<file path="config.mk">
export PLATFORM = sky130hd
export DESIGN_NAME = ether_rx_flat
export DESIGN_NICKNAME = d
export VERILOG_FILES = /design/src/rtl/ether_rx_if.sv /design/src/rtl/ether_rx.sv /design/src/flat_wrapper.sv
export SDC_FILE = /design/constraint.sdc
export NUM_CORES = 1
export LEC_CHECK = 0
export CORE_MARGIN = 1
export CORE_UTILIZATION = 40
export CTS_CLUSTER_DIAMETER = 50
export DETAILED_ROUTE_END_ITERATION = 6
export PLACE_DENSITY = 0.65
export SYNTH_ARGS = -nofsm -noshare
export SYNTH_HDL_FRONTEND = slang
export SYNTH_SLANG_ARGS = --single-unit
</file>
<file path="constraint.sdc">
create_clock -name clk -period 3.2 [get_ports clk]
set_input_delay 0.48 -clock clk [delete_from_list [all_inputs] [get_ports clk]]
set_output_delay 0.48 -clock clk [all_outputs]
set_load 0.005 [all_outputs]
</file>
<file path="src/rtl/ether_rx_if.sv">
// RMII receive interface: PHY-side carrier/data in, payload dibit stream
// and frame status pulses out.
interface ether_rx_if;
    logic       crsdv;
    logic [1:0] rxd;
    logic       axiov;
    logic [1:0] axiod;
    logic       done;
    logic       err;

    // The master side drives the PHY inputs and consumes the payload stream.
    modport master (
        output crsdv, rxd,
        input  axiov, axiod, done, err
    );

    // The receiver consumes the PHY inputs and produces the payload stream.
    modport slave (
        input  crsdv, rxd,
        output axiov, axiod, done, err
    );
endinterface

</file>
<file path="src/rtl/ether_rx.sv">
// RMII receive front end. Validates the preamble and SFD, strips both, and
// forwards the payload, including the FCS, as a dibit stream. The output is
// registered, so it lags the sampled rxd by one cycle. The done pulse closes
// a frame. The err pulse reports a preamble or SFD violation.
//
// state | meaning
// WAIT  | ignore the line until carrier drops (after reset or an error)
// IDLE  | line quiet, waiting for the first preamble dibit
// PREAM | counting 2'b01 dibits, expecting SFD 2'b11 after the last one
// DATA  | forwarding payload dibits until carrier drops
module ether_rx #(
    parameter int PREAMBLE_DIBITS = 31
) (
    input  logic       clk,
    input  logic       rst,
    ether_rx_if.slave  rx
);

    typedef enum logic [1:0] {
        WAIT  = 2'd0,
        IDLE  = 2'd1,
        PREAM = 2'd2,
        DATA  = 2'd3
    } state_t;

    localparam logic [4:0] PRE_CNT  = 5'(PREAMBLE_DIBITS);
    localparam logic [1:0] DIB_PRE  = 2'b01;
    localparam logic [1:0] DIB_SFD  = 2'b11;

    state_t     state_q;
    logic [4:0] cnt_q;
    logic       axiov_q;
    logic [1:0] axiod_q;
    logic       done_q;
    logic       err_q;

    // Single-process FSM. The pulse and data outputs default low every cycle,
    // so axiod is 2'b00 whenever axiov is low.
    always_ff @(posedge clk) begin
        if (rst) begin
            state_q <= WAIT;
            cnt_q   <= 5'd0;
            axiov_q <= 1'b0;
            axiod_q <= 2'b00;
            done_q  <= 1'b0;
            err_q   <= 1'b0;
        end else begin
            axiov_q <= 1'b0;
            axiod_q <= 2'b00;
            done_q  <= 1'b0;
            err_q   <= 1'b0;
            case (state_q)
                WAIT: begin
                    if (!rx.crsdv) begin
                        state_q <= IDLE;
                    end
                end
                IDLE: begin
                    if (rx.crsdv) begin
                        if (rx.rxd == DIB_PRE) begin
                            state_q <= PREAM;
                            cnt_q   <= 5'd1;
                        end else begin
                            state_q <= WAIT;
                            err_q   <= 1'b1;
                        end
                    end
                end
                PREAM: begin
                    if (!rx.crsdv) begin
                        state_q <= IDLE;
                        err_q   <= 1'b1;
                    end else if (cnt_q < PRE_CNT) begin
                        if (rx.rxd == DIB_PRE) begin
                            cnt_q <= cnt_q + 5'd1;
                        end else begin
                            state_q <= WAIT;
                            err_q   <= 1'b1;
                        end
                    end else begin
                        // A full preamble has been seen. Only the SFD is legal
                        // here, so one more 2'b01 is an error.
                        if (rx.rxd == DIB_SFD) begin
                            state_q <= DATA;
                        end else begin
                            state_q <= WAIT;
                            err_q   <= 1'b1;
                        end
                    end
                end
                DATA: begin
                    if (rx.crsdv) begin
                        axiov_q <= 1'b1;
                        axiod_q <= rx.rxd;
                    end else begin
                        state_q <= IDLE;
                        done_q  <= 1'b1;
                    end
                end
                default: begin
                    state_q <= WAIT;
                end
            endcase
        end
    end

    assign rx.axiov = axiov_q;
    assign rx.axiod = axiod_q;
    assign rx.done  = done_q;
    assign rx.err   = err_q;

endmodule

</file>
<file path="src/flat_wrapper.sv">
// flat-port wrapper written by rule: the top's interface ports become plain ports
module ether_rx_flat 
#(
    parameter int PREAMBLE_DIBITS = 31
)
  (clk, rst, rx_crsdv, rx_rxd, rx_axiov, rx_axiod, rx_done, rx_err);
  ether_rx_if rx_i ();
  input  logic clk;
  input  logic rst;
  input wire logic [$bits(rx_i.crsdv)-1:0] rx_crsdv;
  input wire logic [$bits(rx_i.rxd)-1:0] rx_rxd;
  output wire logic [$bits(rx_i.axiov)-1:0] rx_axiov;
  output wire logic [$bits(rx_i.axiod)-1:0] rx_axiod;
  output wire logic [$bits(rx_i.done)-1:0] rx_done;
  output wire logic [$bits(rx_i.err)-1:0] rx_err;
  assign rx_i.crsdv = rx_crsdv;
  assign rx_i.rxd = rx_rxd;
  assign rx_axiov = rx_i.axiov;
  assign rx_axiod = rx_i.axiod;
  assign rx_done = rx_i.done;
  assign rx_err = rx_i.err;
  ether_rx #(.PREAMBLE_DIBITS(PREAMBLE_DIBITS)) u_core (.clk(clk), .rst(rst), .rx(rx_i));
endmodule
</file>
# [Word level (Yosys, flattened, before mapping)]
# Index checks and enable logic that the tools add are counted.
[word_totals] ff_bits=12 inputBits=5 out_inout_bits=5 word_cells=51
[op_classes] addsub=1 magnitude_cmp=1 eq_ne=12 n_mux=22 bitwise=2 reduce_logical=7
[ops] op="two-way mux 5 bit" n=5
[ops] op="two-way mux 2 bit" n=7
[ops] op="one-hot mux 5 bit (2 select lines)" n=1
[ops] op="two-way mux 1 bit" n=7
[ops] op="equality test 2 bit, second input constant" n=3
[ops] op="!= test 2 x 1 -> 1 bit, second input constant" n=3
[ops] op="!= test 2 bit, second input constant" n=3
[ops] op="one-hot mux 2 bit (3 select lines)" n=1
[ops] op="AND reduction 6 bit" n=1
[ops] op="adder 5 x 1 -> 5 bit, second input constant" n=1
[ops] op="less-than comparator 5 bit, second input constant" n=1
[ops] op="equality test 2 x 1 -> 1 bit, second input constant" n=2
[ops] op="!= test 4 bit, second input constant" n=1
[ops] op="OR reduction 2 bit" n=2
[ops] op="AND reduction 3 bit" n=1
[ops] op="OR reduction 3 bit" n=1
[ops] op="zero test 2 bit" n=1
[ops] op="inverter 1 bit" n=2
[ops] op="one-hot mux 1 bit (2 select lines)" n=1
[ops] op="nonzero test 2 bit" n=1

# [Longest topological paths before layout]
[logic_depth] depth_word=5 ltp_mapped=7

# [Worst setup path before layout]
# OpenSTA, ideal clock, no wires.
[synth_timing] kind="reg-to-reg" from="register u_core.state_q[0]" to="register u_core.cnt_q[4]" setup_time_ns=0.134 arrival_time_ns=1.310 path_slack_ns=1.757 stages_incl_launch_ff=8 synth_period_minus_slack_ns=1.443 path_cell_list="dfxtp_1 -> inv_1 -> ha_1 -> buf_4 -> and3_1 -> o211a_4 -> a41oi_1 -> a311oi_2"
[synth_via] elab_chain_cells=3
[synth_lines] item="from (decl)" line_no="ether_rx.sv:30" source="state_t state_q;"
[synth_lines] item="from (signal assigned)" line_no="ether_rx.sv:41" source="state_q <= WAIT;"
[synth_lines] item="from (signal assigned)" line_no="ether_rx.sv:55" source="state_q <= IDLE;"
[synth_lines] item="from (signal assigned)" line_no="ether_rx.sv:61" source="state_q <= PREAM;"
[synth_lines] item="equality test 2 bit or equality test 2 x 1 -> 1 bit (tied branches)" line_no="ether_rx.sv:52" source="case (state_q)"
[synth_lines] item="!= test 2 x 1 -> 1 bit (no source line), or another cell as far along"
[synth_lines] item="AND reduction 6 bit (no source line)"
[synth_lines] item="to (signal assigned)" line_no="ether_rx.sv:75" source="cnt_q <= cnt_q + 5'd1;"
[synth_lines] item="to (decl)" line_no="ether_rx.sv:31" source="logic [4:0] cnt_q;"
# Parallel ways exist; a longest one is shown, timed or not.
# A chain may end at the register's enable or synchronous reset.

# [Final worst setup path]
[layout_timing] from="input rx_crsdv" to="register u_core.cnt_q[4]"
[layout_via] elab_chain_cells=2
[layout_lines] item="from (decl)" line_no="flat_wrapper.sv:10" source="input wire logic [$bits(rx_i.crsdv)-1:0] rx_crsdv;"
[layout_lines] item="!= test 2 bit (no source line)"
[layout_lines] item="AND reduction 6 bit (no source line) *"
# Every way passes the cells marked *; elsewhere a longest branch is shown, timed or not.

==> summary.md <==
| Metric | Value |
|---|---|
| Status | finished clean |
| Die Ht | 42.8 um |
| FP Rows | 14 |
| Max Fanout on Critical Path | 10 |
| Die area | ~0.0018 mm2 |
| Final slew viol count | 0 |
| Sink Count | 12 |
| Drt wl/cell | ~13 um |
| Router iterations before antenna repair | 4 |
| Nets@finish | 97 |
| ANT nets after route | 0 |
| Share of cells above drive strength 1 | 0.0920 |
| Hold Violations, Final | 0 |
| Yosys warning total | 0 |
| Initial antenna violation count | 0 |
| Critical Path Sink Type | flip-flop |
| R2R Setup Slk | 1.51 ns |
| Rel. slew slack | 0.712 |
| Cell taking the most area after synthesis | dfxtp_1 |
| Req. time, crit path | around 3.4 ns |
| Hold Crit Start | u_core.state_q[1] |
| I/O pin cnt | 10 |
| CTS tree | done |
| Area contributors post-synth | dfxtp_1 (36%), ha_1 (7.5%), nand2b_1 (4.7%) |
| Post-Synthesis Cell Area | 664 um2 |
| Reg2Reg Launch Point | u_core.state_q[0] |
| Post-synthesis cell type count | 31 |
| Initial Util | 0.436 |
| GRT Total Usage | 0.168 |
| Vias in the first global route | 546 |
| R2R Path End | u_core.cnt_q[4] |
| Clock latency at the later pin of the worst-skew pair | around 0.27 ns |
| Critical Path AT | between 1.5 and 2 ns |
| DRC | 0 |
| Pwr dens | about 500 mW/mm2 |
| Post-CTS resize count | 0 |
| Seq/Total Area, Yosys | 0.362 |
| Hold endpoint | u_core.state_q[1] |
| Vias per cell | around 5.9 |
| Fmax | 0.568 GHz |
| Clock transition at path regs | 0.09 ns |
| Dpl hpwl | 968 um |
| Syn avg cell area | 8.63 um2 |
| Hold_buf cts | 0 |
| Worst hold-check path type | flip-flop to flip-flop |
| Mapped Cells | 77 |
| Power Total | just under 400 uW |
| Asr flop ratio synth | 0 |
| Main flop type after synthesis | dfxtp_1 |
| Setup TNS | 0 ns |
| Clock tree buffer depth | 2 |
| #FFs+latches synth | 12 |
| Area share of the largest cell type after synthesis | 0.362 |
| Area growth from synthesis to layout | 19.2% |
| Worst hold path stage count | 2 |
| Largest net degree at the start of global routing | 13 |
| Final Cycle Share | 0.550 |
| Drt first-iter violations | 22 |
| Tmin final | 1.76 ns |
| Post-synth top cells | dfxtp_1 (12), nand2_1 (7), nor2_1 (6), o21ai_0 (6) |
| H-tree levels | 1 |
| Setup Skew | between 0.006 and 0.007 ns |
| Post-Synthesis Net Count | 86 |
| Final wirelength | 1360 um |
| Post-synth EDFFs | 0 |
| Die Wd | 42.8 um |
| Dpl ws | 1.18 ns |
| Max cap viols | 0 |
| Setup CP Type | input pin to flip-flop |
| IO Port Bufs | 9 |
| Most numerous cell in the Yosys netlist | dfxtp_1 |
| RSZ-0062 raised after global routing | false |
| Peak supply drop | 0.250 mV |
| Final setup violating endpoints | 0 |
| CTS Buf Count | 3 |
| Register-to-Register Path Depth | 6 |
| Startpoint types | input pin |
| Grt ovf | 0 |
| Clk Tree Root Cell | clkbuf_4 |
| Leak | 0.000273 uW |
| Core area | 0.00152 mm2 |
| Least-Margin Pin Slew | around 0.43 ns |
| Final worst slack | 1.44 ns |
| ANT cells | 0 |
| Post-CTS Setup Inserts | 0 |
| Via count | 603 |
| Final GP Congestion | 0.768 |
| First-pass GRT wire length | 2330 um |
[state kept, by name, summed over array words and instances (netlist names)]
register / flops
u_core.state_q: 2
u_core.rx.axiov: 1
u_core.rx.axiod: 2
u_core.rx.done: 1
u_core.rx.err: 1
u_core.cnt_q: 5
[critical path, stage by stage]
cell and delay [ns]:
clkdlybuf4s50_1 0.64, and3_1 0.22, o211a_4 0.21, a41oi_1 0.14
a311oi_2 0.25
[worst max path at each step]
| stage | start | endpoint | slack [ns] | depth (start not counted) |
|---|---|---|---|---|
| 5_1_grt | rx_crsdv | u_core.cnt_q[4] | 1.33 | 5 |
| 3_5_place_dp | rx_crsdv | u_core.cnt_q[4] | 1.18 | 5 |
| 4_1_cts | rx_crsdv | u_core.cnt_q[4] | 1.46 | 5 |
| 3_3_place_gp | rx_crsdv | u_core.cnt_q[4] | 1.22 | 5 |
| 2_1_floorplan | u_core.state_q[0] | u_core.cnt_q[4] | 1.76 | 7 |
| 6_report | rx_crsdv | u_core.cnt_q[4] | 1.44 | 5 |
[per-stage QoR]
stage	cell area [um2]	instances	utilization	hold WS, ns
after global placement	756	99	0.496	0.515
after detailed placement	756	99	0.496	0.519
after global routing	792	103	0.520	0.582
after CTS	792	103	0.520	0.533
final	792	103	0.520	0.530
after floorplan	664	77	-	0.487
[per-layer routing]
metal | track usage | vias to the layer above | part of all wire
met4 | 0.0563 | 0 | 0.018
met3 | 0.0468 | 4 | 0.073
met2 | 0.264 | 29 | 0.45
met1 | 0.219 | 272 | 0.46
li1 | - | 298 | -
met5 | 0 | - | 0
[placed cells by master (no fill, tap or decap), types with 2 or more instances in the layout]
master and count:
a21oi_1 5, clkbuf_4 3, clkdlybuf4s50_1 9, dfxtp_1 12, ha_1 4, inv_1 3
nand2_1 7, nand2b_1 5, nand3_1 2, nand4b_1 2, nor2_1 6, nor3_1 3
o21ai_0 6, o31ai_1 2
[area by class of cell]
cell class,count,area (um2)
clock buffers,4,36.3
repair buffers,9,90.1
well taps,16,20.0
inverters,3,11.3
flip-flops and latches,12,240
multi-input cells,59,394
fillers,150,732
[logic make-up (layout without fill, tap and decap cells)]
kind of cell / count (synthesis) / count (layout) / synth area share
compound gates: 23 / 23 / 0.243
fa+ha+maj: 4 / 4 / 0.0753
simple gates: 32 / 32 / 0.275
flops: 12 / 12 / 0.362
buf+inv: 6 / 16 / 0.0452
[where the power goes]
group	switching (uW)	internal [uW]	total (uW)	leakage [uW]
combinational	53.6	41.7	95.3	0.000155
sequential	8.07	158	166	0.0000969
clock	54.5	69.1	124	0.0000210
total	116	269	385	0.000273
Power figures use the tool's default switching activity.
